[src/rtl/fwd_sel_ctrl_pkg.sv]
// Shared constants for the EX-stage operand forwarding controller:
// mux select encodings and the per-edge pipeline advance action.
package fwd_sel_ctrl_pkg;

  localparam logic [1:0] FWD_RF    = 2'b00;
  localparam logic [1:0] FWD_EXMEM = 2'b01;
  localparam logic [1:0] FWD_MEMWB = 2'b10;
  localparam logic [1:0] FWD_WBL   = 2'b11;

  typedef enum logic [1:0] {
    ADV_HOLD,
    ADV_BUBBLE,
    ADV_NORMAL
  } adv_e;

endpackage

[src/rtl/fwd_src_pick.sv]
// Priority compare of one source register against the EX/MEM/WB slots;
// the youngest writing slot wins, and $0 never forwards.
module fwd_src_pick
  import fwd_sel_ctrl_pkg::*;
#(
  parameter int REG_AW = 5
) (
  input  logic [REG_AW-1:0] src,
  input  logic [2:0]        valid,
  input  logic [2:0]        wr,
  input  logic [REG_AW-1:0] dst_ex,
  input  logic [REG_AW-1:0] dst_mem,
  input  logic [REG_AW-1:0] dst_wb,
  output logic [1:0]        sel
);

  // Oldest slot is tested first so a younger match overwrites it.
  always_comb begin
    sel = FWD_RF;
    if (src != '0) begin
      if (valid[2] && wr[2] && (dst_wb == src))  sel = FWD_WBL;
      if (valid[1] && wr[1] && (dst_mem == src)) sel = FWD_MEMWB;
      if (valid[0] && wr[0] && (dst_ex == src))  sel = FWD_EXMEM;
    end
  end

endmodule

[src/rtl/fwd_sel_ctrl.sv]
// Forwarding select and load-use stall controller for the 5-stage pipe:
// tracks in-flight destinations and registers both EX operand selects.
module fwd_sel_ctrl
  import fwd_sel_ctrl_pkg::*;
#(
  parameter int REG_AW = 5
) (
  input  logic              w_clk,
  input  logic              w_rst,
  input  logic              w_id_valid_1,
  input  logic [REG_AW-1:0] w_id_rs_5,
  input  logic [REG_AW-1:0] w_id_rt_5,
  input  logic              w_id_wr_1,
  input  logic [REG_AW-1:0] w_id_dst_5,
  input  logic              w_id_load_1,
  input  logic              w_hold_1,
  input  logic              w_flush_1,
  output logic [1:0]        w_sel_a_2,
  output logic [1:0]        w_sel_b_2,
  output logic              w_stall_1
);

  // The load flag only matters while a slot is in EX, so only EX keeps it.
  logic              ex_valid, ex_wr, ex_load;
  logic [REG_AW-1:0] ex_dst;
  logic              mem_valid, mem_wr;
  logic [REG_AW-1:0] mem_dst;
  logic              wb_valid, wb_wr;
  logic [REG_AW-1:0] wb_dst;

  logic [1:0] pick_a, pick_b;
  adv_e       adv;

  assign w_stall_1 = ex_valid & ex_load & ex_wr & (ex_dst != '0) & w_id_valid_1
                   & ((ex_dst == w_id_rs_5) | (ex_dst == w_id_rt_5)) & ~w_flush_1;

  always_comb begin
    adv = ADV_NORMAL;
    if (w_hold_1)
      adv = ADV_HOLD;
    else if (w_flush_1 || w_stall_1)
      adv = ADV_BUBBLE;
  end

  fwd_src_pick #(.REG_AW(REG_AW)) u_pick_a (
    .src     (w_id_rs_5),
    .valid   ({wb_valid, mem_valid, ex_valid}),
    .wr      ({wb_wr, mem_wr, ex_wr}),
    .dst_ex  (ex_dst),
    .dst_mem (mem_dst),
    .dst_wb  (wb_dst),
    .sel     (pick_a)
  );

  fwd_src_pick #(.REG_AW(REG_AW)) u_pick_b (
    .src     (w_id_rt_5),
    .valid   ({wb_valid, mem_valid, ex_valid}),
    .wr      ({wb_wr, mem_wr, ex_wr}),
    .dst_ex  (ex_dst),
    .dst_mem (mem_dst),
    .dst_wb  (wb_dst),
    .sel     (pick_b)
  );

  always_ff @(posedge w_clk) begin
    if (w_rst) begin
      ex_valid  <= 1'b0;
      ex_wr     <= 1'b0;
      ex_load   <= 1'b0;
      ex_dst    <= '0;
      mem_valid <= 1'b0;
      mem_wr    <= 1'b0;
      mem_dst   <= '0;
      wb_valid  <= 1'b0;
      wb_wr     <= 1'b0;
      wb_dst    <= '0;
      w_sel_a_2 <= FWD_RF;
      w_sel_b_2 <= FWD_RF;
    end else if (adv != ADV_HOLD) begin
      wb_valid  <= mem_valid;
      wb_wr     <= mem_wr;
      wb_dst    <= mem_dst;
      mem_valid <= ex_valid;
      mem_wr    <= ex_wr;
      mem_dst   <= ex_dst;
      if (adv == ADV_BUBBLE) begin
        ex_valid  <= 1'b0;
        ex_wr     <= 1'b0;
        ex_load   <= 1'b0;
        ex_dst    <= '0;
        w_sel_a_2 <= FWD_RF;
        w_sel_b_2 <= FWD_RF;
      end else begin
        ex_valid  <= w_id_valid_1;
        ex_wr     <= w_id_wr_1;
        ex_load   <= w_id_load_1;
        ex_dst    <= w_id_dst_5;
        w_sel_a_2 <= w_id_valid_1 ? pick_a : FWD_RF;
        w_sel_b_2 <= w_id_valid_1 ? pick_b : FWD_RF;
      end
    end
  end

endmodule

[config.mk]
export PLATFORM = sky130hd
export DESIGN_NAME = fwd_sel_ctrl
export DESIGN_NICKNAME = d
export VERILOG_FILES = /design/src/rtl/fwd_sel_ctrl_pkg.sv /design/src/rtl/fwd_src_pick.sv /design/src/rtl/fwd_sel_ctrl.sv
export SDC_FILE = /design/constraint.sdc
export NUM_CORES = 1
export LEC_CHECK = 0
export ABC_CLOCK_PERIOD_IN_PS = 1690
export BUFFER_PORTS_ARGS = -buffer_cell sky130_fd_sc_hd__buf_2
export CORE_ASPECT_RATIO = 0.6
export CORE_UTILIZATION = 48
export CTS_CLUSTER_SIZE = 25
export DETAILED_ROUTE_END_ITERATION = 16
export GPL_ROUTABILITY_DRIVEN = 0
export GPL_TIMING_DRIVEN = 0
export PLACE_DENSITY = 0.81
export SKIP_CTS_REPAIR_TIMING = 1
export SLEW_MARGIN = 5
export SYNTH_ARGS = -nofsm -noshare
export SYNTH_HDL_FRONTEND = slang
export SYNTH_SLANG_ARGS = --single-unit
[constraint.sdc]
create_clock -name w_clk -period 1.69 [get_ports w_clk]
set_clock_uncertainty 0.2 [all_clocks]
set_input_delay 0.2535 -clock w_clk [delete_from_list [all_inputs] [get_ports w_clk]]
set_output_delay 0.2535 -clock w_clk [all_outputs]
set_load 0.01 [all_outputs]
==> results.cfg <==
[cts]
cts_tree = yes
numCtsBuffers = 3
cts-root-buf = clkbuf_8
clock_sinks = 26
clk_latency_ns = 0.27
ctsLongestPathBuffers = 2
htreeDepth = 1
clkTransAtPathRegs_ns = 0.09

[synthesis]
yosysSeqAreaShare = 0.387
yosys_most_used_dff = dfxtp_1
ys_ff_latch = 26
synth_area_leaders = dfxtp_1, xor2_1, mux2i_1, nor2_1, a32oi_1
netlist_instances = 146
yosys_warnings = 0
async_reset_ff_frac = 0
synth_top_area_cell = dfxtp_1
netlist-cell-type-count = 22
avgSynthCellArea_um2 = 9.20
synthesis.nets = 168
synth_area_um2 = 1340
synth_enable_flop_cells = 0
synth_top_area_share = 0.387

[grt]
grt_use_total = 0.241
grtUsageMet2 = 0.389
grt_pass1_vias = 1180
antenna_found_initial = 0
met1_usage = 0.313
grt_first_pass_wirelength_um = 5600
grt_busiest_layer = met2
grt.met3_usage = 0.0831
grt_max_degree = 15
gr-total-overflow = 0

[die]
design.die.area_um2 = 3020
initial_utilization = 0.522
die_height_um = 43.0
coreArea_um2 = 2570
rows = 14
die_width_um = 70.3
ios = 27

[power_and_ir_drop]
power_leakage_nw = 0.749
power.total_mw = 1.21
peakVddDrop_uv = 618
cellPowerDensity_nw_per_um2 = 709

[cells_and_area]
mostFrequentLayoutCells = nor2_1, buf_2, xor2_1, dfxtp_1, mux2i_1
drive_above_1_share = 0.304
layout_commonest_cell = nor2_1
diodes = 0
synthToLayoutAreaGrowth_pct = 27.5
fillers = 210
nets = 204
design_area_um2 = 1710

[worst_hold_path]
hold_start = w_rst
holdPathEnd = ex_dst[1]$_SDFFE_PP0P_
worstHoldPathType = primary input to flop
min_path_cells = 2

[detailed_routing]
drt-initial-drc-count = 44
wirelength_um = 3600
ant_nets = 0
route.detailed.drc = 0
post_drt_wl_per_cell_um = 16.9
firstDrtPassIters = 4
vias = 1245
vias_per_cell = 5.85

[sta]
slew_violations = 0
fin_setup_tns_ns = -4.73
rsz0062_at_grt = true
max_slew_margin = 0.526
fin_ws_ns = -0.615
fmax_mhz = 434
tightest_slew_ns = 0.708
hold_violations = 0
post-route-min-period_ns = 2.30
setup_viol = 13
fin_crit_sh = 1.36

[critical_path]
timing.reg2reg.worst_path_depth = 8
r2r-end = ex_dst[4]$_SDFFE_PP0P_
cp-start-kind = flop
critPathMaxStageDelay_ns = 0.41
r2r_setup_slack_ns = -0.42
path_buf_inv = 2
critPathArrivalTime_ns = 1.85
slowest_stage = a221o_1
critical_path_class = flop to output pin
critPathMaxFanout = 5
crit_chain = xor2_2 > nor3_2 > nand3_1 > a221o_1 > buf_6 > nor2_2 > buf_2
regToRegStartpoint = ex_dst[4]$_SDFFE_PP0P_
crit_path_end_kind = output pin
required_ns = 1.24
crit_family = compound AO/OA/AOI/OAI gates

[placed_design]
hpwl_um = 2590
dpl-instance-area_um2 = 1530
port_buffers = 25
dp_slack_ns = -0.335

[status]
violations = setup timing
outcome = complete, but fails checks

[run]
max_cap_viol_count = 0
[logic make-up after synthesis]
logic type | count (synthesis) | share of synthesized area
simple gates | 53 | 0.183
xor+xnor | 30 | 0.196
flops | 26 | 0.387
compound gates | 17 | 0.106
mux | 14 | 0.104
buf+inv | 6 | 0.0233
[cell usage after synthesis (all sizes together) (3+ instances only)]
master,instances
nor3,3
nand4,3
xnor2,6
nor2,31
a22o,4
xor2,24
mux2i,14
nor4,4
a32oi,8
clkbuf,4
nand2,4
dfxtp,26
[flip-flops by register name (all words and copies together), names as in the netlist, 2 cells and up]
signal     cells
w_sel_b_2      2
ex_dst         5
wb_dst         5
mem_dst        5
w_sel_a_2      2
[worst max-delay path by stage]
stage / cells after the start / slack (ns) / from / to
floorplan: 7 / -0.17 / ex_dst[1]$_SDFFE_PP0P_ / w_sel_a_2[0]$_SDFFE_PP0P_
global placement: 8 / -0.32 / w_id_rs_5[1] / w_stall_1
detailed placement: 8 / -0.33 / w_id_rs_5[1] / w_stall_1
CTS: 7 / -0.59 / ex_dst[3]$_SDFFE_PP0P_ / w_stall_1
global route: 7 / -0.72 / ex_dst[1]$_SDFFE_PP0P_ / w_stall_1
finish: 7 / -0.61 / ex_dst[4]$_SDFFE_PP0P_ / w_stall_1
[per-layer routing]
layer / share of wire / vias to the layer above / routed length (µm)
met5: 0 / - / 0
met4: 0.012 / 0 / 42
met3: 0.071 / 8 / 256
met2: 0.48 / 50 / 1710
met1: 0.44 / 601 / 1580
li1: - / 586 / -
[cell type report]
cell class	instances	area, µm²	area share
repair buffers	31	170	0.0993
well taps	32	40.0	0.0234
multi-input cells	114	882	0.515
plain buffers	6	31.3	0.0183
clock buffers	4	55.1	0.0321
flip-flops and latches	26	534	0.312
[per-stage QoR]
stage          std cells  hold slack [ns]   util
2_1_floorplan        146            0.118      -
3_3_place_gp         203            0.260  0.594
3_5_place_dp         203            0.266  0.594
4_1_cts              207           0.0203  0.616
5_1_grt              213           0.0321  0.665
6_report             213           0.0279  0.665
[report_power, final]
| part | leakage, nW | switching, mW | internal, mW |
|---|---|---|---|
| Combinational | 0.506 | 0.0960 | 0.0749 |
| Clock | 0.0288 | 0.195 | 0.209 |
| Sequential | 0.214 | 0.0180 | 0.621 |
No activity file was read; power rests on OpenSTA's default activity.
